$ cat src/rtl/sqrt_arb_pkg.sv
`default_nettype none
// ============================================================================
// Module   : sqrt_arb_pkg
// Purpose  : Shared types and helpers for the sqrt_arbiter block.
//            Provides the FSM state type, the data width and the width of a
//            requester index.
// Revision : 1.0 - initial release
// ============================================================================
package sqrt_arb_pkg;

    localparam int DATA_W = 8;

    typedef enum logic [1:0] {
        ST_IDLE  = 2'd0,
        ST_ISSUE = 2'd1,
        ST_WAIT  = 2'd2,
        ST_RESP  = 2'd3
    } state_e;

    // Bits needed to hold a requester index 0..n-1 (at least one bit).
    function automatic int idx_width(input int n);
        return (n <= 2) ? 1 : $clog2(n);
    endfunction

endpackage : sqrt_arb_pkg
`default_nettype wire

$ cat src/rtl/rr_arbiter.sv
`default_nettype none
// ============================================================================
// Module   : rr_arbiter
// Purpose  : Combinational round-robin picker. Returns the first asserted
//            request found searching upward from ptr, wrapping at N_REQ-1.
// Revision : 1.0 - initial release
// ============================================================================
module rr_arbiter
    import sqrt_arb_pkg::*;
#(
    parameter int N_REQ = 4,
    parameter int IDX_W = idx_width(N_REQ)
) (
    input  logic [N_REQ-1:0] req,
    input  logic [IDX_W-1:0] ptr,
    output logic [N_REQ-1:0] gnt,
    output logic [IDX_W-1:0] gnt_idx,
    output logic             gnt_any
);

    // Scan offsets from farthest to nearest so the nearest hit wins last.
    always_comb begin
        int k;
        k       = 0;
        gnt_idx = '0;
        gnt_any = 1'b0;
        for (int off = N_REQ - 1; off >= 0; off--) begin
            k = int'(ptr) + off;
            if (k >= N_REQ) begin
                k = k - N_REQ;
            end
            if (req[IDX_W'(k)]) begin
                gnt_idx = IDX_W'(k);
                gnt_any = 1'b1;
            end
        end
        gnt = gnt_any ? (N_REQ'(1) << gnt_idx) : '0;
    end

endmodule : rr_arbiter
`default_nettype wire

$ cat src/rtl/sqrt_arbiter.sv
`default_nettype none
// ============================================================================
// Module   : sqrt_arbiter
// Purpose  : Round-robin scheduler sharing one 8-bit integer square-root unit
//            among N_REQ requesters, one operation in flight at a time.
//            Optional feature macro: SQRT_ARB_TIMEOUT_EN (adds a WAIT-state
//            watchdog and the resp_err output).
// Revision : 1.0 - initial release
// ============================================================================
module sqrt_arbiter
    import sqrt_arb_pkg::*;
#(
    parameter int N_REQ   = 4,
    parameter int TIMEOUT = 64
) (
    input  logic                    clock,
    input  logic                    reset,
    input  logic [N_REQ-1:0]        req_valid,
    input  logic [DATA_W*N_REQ-1:0] req_x,
    output logic [N_REQ-1:0]        req_ready,
    output logic [N_REQ-1:0]        resp_valid,
    output logic [DATA_W-1:0]       resp_data,
    input  logic [N_REQ-1:0]        resp_ready,
`ifdef SQRT_ARB_TIMEOUT_EN
    output logic                    resp_err,
`endif
    output logic                    sqrt_start,
    output logic [DATA_W-1:0]       sqrt_x,
    input  logic                    sqrt_done,
    input  logic [DATA_W-1:0]       sqrt_y,
    output logic                    busy
);

    localparam int IDX_W = idx_width(N_REQ);

    // Reject unsupported configurations at elaboration.
    if (N_REQ < 2 || N_REQ > 8 || TIMEOUT < 1) begin : g_bad_cfg
        $error("sqrt_arbiter: N_REQ must be 2..8 and TIMEOUT >= 1");
    end

    state_e                  state_q, state_d;
    logic [IDX_W-1:0]        ptr_q, ptr_d;
    logic [IDX_W-1:0]        grant_q, grant_d;
    logic                    sqrt_start_q, sqrt_start_d;
    logic [DATA_W-1:0]       sqrt_x_q, sqrt_x_d;
    logic [N_REQ-1:0]        resp_valid_q, resp_valid_d;
    logic [DATA_W-1:0]       resp_data_q, resp_data_d;

    logic [N_REQ-1:0]        w_gnt;
    logic [IDX_W-1:0]        w_gnt_idx;
    logic                    w_gnt_any;
    logic [DATA_W-1:0]       w_opnd [N_REQ];
    logic                    w_resp_hs;
    logic                    w_timeout;
    logic [IDX_W-1:0]        w_ptr_next;

    // Split the flat operand bus into one word per requester.
    for (genvar gi = 0; gi < N_REQ; gi++) begin : g_unpack
        assign w_opnd[gi] = req_x[gi*DATA_W +: DATA_W];
    end

    rr_arbiter #(
        .N_REQ (N_REQ),
        .IDX_W (IDX_W)
    ) u_rr_arbiter (
        .req     (req_valid),
        .ptr     (ptr_q),
        .gnt     (w_gnt),
        .gnt_idx (w_gnt_idx),
        .gnt_any (w_gnt_any)
    );

    assign w_resp_hs  = (state_q == ST_RESP) && resp_ready[grant_q];
    assign w_ptr_next = (grant_q == IDX_W'(N_REQ - 1)) ? '0 : grant_q + IDX_W'(1);

`ifdef SQRT_ARB_TIMEOUT_EN
    localparam int CNT_W = $clog2(TIMEOUT + 1);
    logic [CNT_W-1:0] cnt_q, cnt_d;
    logic             resp_err_q, resp_err_d;

    // A completion in the same cycle as the last allowed WAIT cycle wins.
    assign w_timeout = (state_q == ST_WAIT) && !sqrt_done && (cnt_q == CNT_W'(TIMEOUT - 1));
`else
    assign w_timeout = 1'b0;
`endif

    // State register and all datapath flops.
    always_ff @(posedge clock) begin
        if (reset) begin
            state_q      <= ST_IDLE;
            ptr_q        <= '0;
            grant_q      <= '0;
            sqrt_start_q <= 1'b0;
            sqrt_x_q     <= '0;
            resp_valid_q <= '0;
            resp_data_q  <= '0;
`ifdef SQRT_ARB_TIMEOUT_EN
            cnt_q        <= '0;
            resp_err_q   <= 1'b0;
`endif
        end else begin
            state_q      <= state_d;
            ptr_q        <= ptr_d;
            grant_q      <= grant_d;
            sqrt_start_q <= sqrt_start_d;
            sqrt_x_q     <= sqrt_x_d;
            resp_valid_q <= resp_valid_d;
            resp_data_q  <= resp_data_d;
`ifdef SQRT_ARB_TIMEOUT_EN
            cnt_q        <= cnt_d;
            resp_err_q   <= resp_err_d;
`endif
        end
    end

    // Next-state logic; sqrt_done only matters while waiting.
    always_comb begin
        state_d = state_q;
        case (state_q)
            ST_IDLE:  if (w_gnt_any) state_d = ST_ISSUE;
            ST_ISSUE: state_d = ST_WAIT;
            ST_WAIT:  if (sqrt_done || w_timeout) state_d = ST_RESP;
            ST_RESP:  if (w_resp_hs) state_d = ST_IDLE;
            default:  state_d = ST_IDLE;
        endcase
    end

    // Datapath next values: accept latch, result capture, pointer advance.
    always_comb begin
        ptr_d        = ptr_q;
        grant_d      = grant_q;
        sqrt_start_d = 1'b0;
        sqrt_x_d     = sqrt_x_q;
        resp_valid_d = resp_valid_q;
        resp_data_d  = resp_data_q;
`ifdef SQRT_ARB_TIMEOUT_EN
        cnt_d        = (state_q == ST_WAIT) ? cnt_q + CNT_W'(1) : '0;
        resp_err_d   = resp_err_q;
`endif
        if (state_q == ST_IDLE && w_gnt_any) begin
            grant_d      = w_gnt_idx;
            sqrt_x_d     = w_opnd[w_gnt_idx];
            sqrt_start_d = 1'b1;
        end
        if (state_q == ST_WAIT && sqrt_done) begin
            resp_valid_d = N_REQ'(1) << grant_q;
            resp_data_d  = sqrt_y;
`ifdef SQRT_ARB_TIMEOUT_EN
            resp_err_d   = 1'b0;
`endif
        end else if (w_timeout) begin
            resp_valid_d = N_REQ'(1) << grant_q;
            resp_data_d  = '0;
`ifdef SQRT_ARB_TIMEOUT_EN
            resp_err_d   = 1'b1;
`endif
        end
        if (w_resp_hs) begin
            resp_valid_d = '0;
            ptr_d        = w_ptr_next;
`ifdef SQRT_ARB_TIMEOUT_EN
            resp_err_d   = 1'b0;
`endif
        end
    end

    // Outputs: accept is offered only while idle; the rest come from flops.
    always_comb begin
        req_ready  = (state_q == ST_IDLE) ? w_gnt : '0;
        busy       = (state_q != ST_IDLE);
        sqrt_start = sqrt_start_q;
        sqrt_x     = sqrt_x_q;
        resp_valid = resp_valid_q;
        resp_data  = resp_data_q;
`ifdef SQRT_ARB_TIMEOUT_EN
        resp_err   = resp_err_q;
`endif
    end

endmodule : sqrt_arbiter
`default_nettype wire

$ cat config.mk
export PLATFORM = sky130hd
export DESIGN_NAME = sqrt_arbiter
export DESIGN_NICKNAME = d
export VERILOG_FILES = /design/src/rtl/sqrt_arb_pkg.sv /design/src/rtl/rr_arbiter.sv /design/src/rtl/sqrt_arbiter.sv
export SDC_FILE = /design/constraint.sdc
export NUM_CORES = 1
export LEC_CHECK = 0
export ABC_AREA = 1
export CAP_MARGIN = 20
export CORE_MARGIN = 2
export CORE_UTILIZATION = 30
export DETAILED_ROUTE_END_ITERATION = 8
export SETUP_SLACK_MARGIN = 0.3
export SLEW_MARGIN = 20
export SYNTH_ARGS = -nofsm -noshare
export SYNTH_HDL_FRONTEND = slang
export SYNTH_SLANG_ARGS = --single-unit
$ cat constraint.sdc
create_clock -name clock -period 2.1 [get_ports clock]
set_input_delay 0.21 -clock clock [delete_from_list [all_inputs] [get_ports clock]]
set_output_delay 0.21 -clock clock [all_outputs]
set_load 0.1 [all_outputs]
==> summary.md <==
| Metric | Value |
|---|---|
| Routed WL | 4910 um |
| GPL Wtd Cong | 0.872 |
| CP Launch Type | flip-flop |
| Hold Violations, Final | 0 |
| Site Rows | 28 |
| H-tree Lvls | 1 |
| Sw power | 2.53 mW |
| Critical Path Sink Type | output port |
| Final min period | 2.08 ns |
| Post-synth cell types | 24 |
| Detail Placement HPWL | 3820 um |
| Register area share after synthesis | 0.287 |
| First-pass GRT wire length | 8160 um |
| Post-synthesis cell count | 297 |
| Final cell count without fillers | 460 |
| CP max-delay cell | dfxtp_4 |
| Cell Area, Synth | 0.00189 mm2 |
| Pin count of the biggest net entering global routing | 17 |
| Final setup vio count | 0 |
| TritonCTS clock tree | done |
| Most used cell along the critical path | nand2_4 |
| DRT Pass-1 Iters | 4 |
| Number of global-route vias before repair | 1935 |
| Placed cell area | 0.00281 mm2 |
| Core region area | 0.00599 mm2 |
| Critical-path cell list | inv_8, nand2_4, nand2_4, nand2_1, nand2_2, o21ai_4, nand2_4, nand2_8, inv_8, nor3_4, buf_12 |
| Status | finished, final reports clean |
| Clk Latency, worst-skew pair | 0.27 ns |
| Post-synth net total | 355 |
| Pwr/cell area | 1440 mW/mm2 |
| Tcrit/Tclk final | 0.992 |
| Flops & latches, synth | 27 |
| Max_slew headroom | 0.756 |
| Initial antenna violation count | 0 |
| Mapped Avg Cell Area | 6.35 um2 |
| Post-DR wirelength/cell | 10.7 um |
| Max Clock Freq | 480 MHz |
| Die height | 83.3 um |
| Most frequent cells in the layout | inv_1 (55), clkdlybuf4s50_1 (49), nand2_1 (38) |
| Layout Skew | 0.00483 ns |
| Filler cell count | 609 |
| Initial Util | 0.315 |
| YS warnings | 0 |
| DRT iter0 DRCs | 61 |
| Post-route cell area | 0.00308 mm2 |
| IO Count | 77 |
| Die footprint | 0.00694 mm2 |
| Flop pwr share | 0.177 |
| Combinational share of power | 0.757 |
| Internal power | 1.92 mW |
| Max_cap viols | 0 |
| Synth area leaders | dfxtp_1 (29%), nand3_1 (12%), inv_1 (11%) |
| Clock-pin slew on the worst setup and hold paths | 0.09 ns |
| Critical Path RT | 1.89 ns |
| Yosys top cell area share | 0.287 |
| Layout cells sized above 1 | 0.283 |
| Die width | 83.3 um |
| Crit path buffers/inverters | 3 |
| CP top delay family | simple AND/OR/NAND/NOR gates |
| Via density | 4.36 |
| CP arrival | 1.87 ns |
| Total number of vias | 2005 |
| Clock share of power | 0.066 |
| Fin. max-slew vios | 0 |
| Yosys top cell by area | dfxtp_1 |
| RSZ-0062 raised after global routing | yes |
| Total grt overflow | 0 |
| WS Path Type | reg2out |
| Least-Margin Pin Slew | 0.365 ns |
| Most common cell after layout, fill and taps aside | inv_1 |
| Final net count | 444 |
| Root buffer cell | clkbuf_8 |
| Gr usage total | 0.137 |
| Net Sw Frac | 0.568 |
| Deepest clock path buffer count | 2 |
| DRT antenna net count | 0 |
| Post-route core utilization | 0.515 |
| Setup_tns | 0 ns |
| Leak Pwr | 1.53 nW |
| DRC errors left | 0 |
| Hold-fix buffers, CTS | 0 |
| Area growth syn-to-layout | 63.6% |
| Hold_ws | 0.464 ns |
| Num CTS Buffers | 3 |
| Worst ir drop on vdd | 0.721 mV |
| Clock sink total | 27 |
| # diodes | 0 |
| Cell total after placement | 448 |
| Hold Path Class | reg2reg |
| Port Buffers | 76 |
| CP max FO | 8 |
| Slowest stage delay, CP | 0.43 ns |
kinds of logic (layout without fill, tap and decap cells):
logic type,after synthesis,count (layout),synth area share
DFF,27,27,0.287
adders and majority gates,7,7,0.0464
AOI/OAI and AO/OA,26,26,0.0743
buffers and inverters,72,160,0.173
and+or+nand+nor,165,165,0.419
power by group through the flow:
stage	Sequential (mW)	Clock [mW]	Combinational, mW
floorplan	1.59	0	1.55
global placement	0.799	0	3.06
detailed placement	0.799	0	3.07
CTS	0.790	0.308	3.17
global route	0.813	0.326	3.59
finish	0.786	0.296	3.37
worst min-delay path: stages (launching register included):
cell and delay, ns:
dfxtp_1 0.32, nand2_1 0.06, a21oi_1 0.05
synth_stat cells (all sizes together):
cell    number
ha           7
buf          7
a21oi        9
o21ai       15
o211ai       1
nand2       72
dfxtp       27
nand4        1
clkbuf       3
nor2        41
o22a         1
nor3         3
nand3       48
inv         62
timing repair:
action	CTS	global route
gates resized for setup	6	25
endpoints found under the setup margin	6	12
gates cloned	0	1
hold endpoints to repair	0	0
pin swaps	2	14
buffers inserted	4	3
flip-flops by register name, indices dropped and copies added (netlist names):
register and cells:
sqrt_start 1, resp_data 8, ptr_q 2, sqrt_x 8, state_q 2, grant_q 2
resp_valid 4
layer usage:
layer  wire (um)  global-route usage  part of all wire
met5           0                   0                 0
met4          25              0.0373            0.0051
met3         324              0.0298             0.066
met2        2320               0.241              0.47
met1        2240               0.168              0.46
metrics by stage:
step / setup WS [ns] / total power [mW]
final: 0.0169 / 4.45
after global routing: -0.0918 / 4.73
after CTS: 0.0464 / 4.27
after detailed placement: 0.0186 / 3.87
after global placement: 0.0292 / 3.86
after floorplan: -0.102 / 3.15
path summary, 6_finish.rpt:
| kind | from | end | slack (ns) | depth (start not counted) |
|---|---|---|---|---|
| setup / recovery | ptr_q[0]$_SDFFE_PP0P_ | req_ready[0] | 0.02 | 11 |
| hold / removal | resp_valid[2]$_SDFFE_PP0P_ | resp_valid[2]$_SDFFE_PP0P_ | 0.46 | 2 |
| setup reg to reg | ptr_q[0]$_SDFFE_PP0P_ | sqrt_x[2]$_SDFFE_PP0P_ | 0.18 | 16 |
| hold reg to reg | resp_valid[2]$_SDFFE_PP0P_ | resp_valid[2]$_SDFFE_PP0P_ | 0.46 | 2 |
layout make-up:
type,count,area (um2),area share
repair buffers,94,955,0.310
clock buffers,4,45.0,0.0146
flip-flops and latches,27,548,0.178
inverters,62,260,0.0844
well taps,75,93.8,0.0304
multi-input cells,198,1180,0.383
No activity file was read; power rests on OpenSTA's default activity.
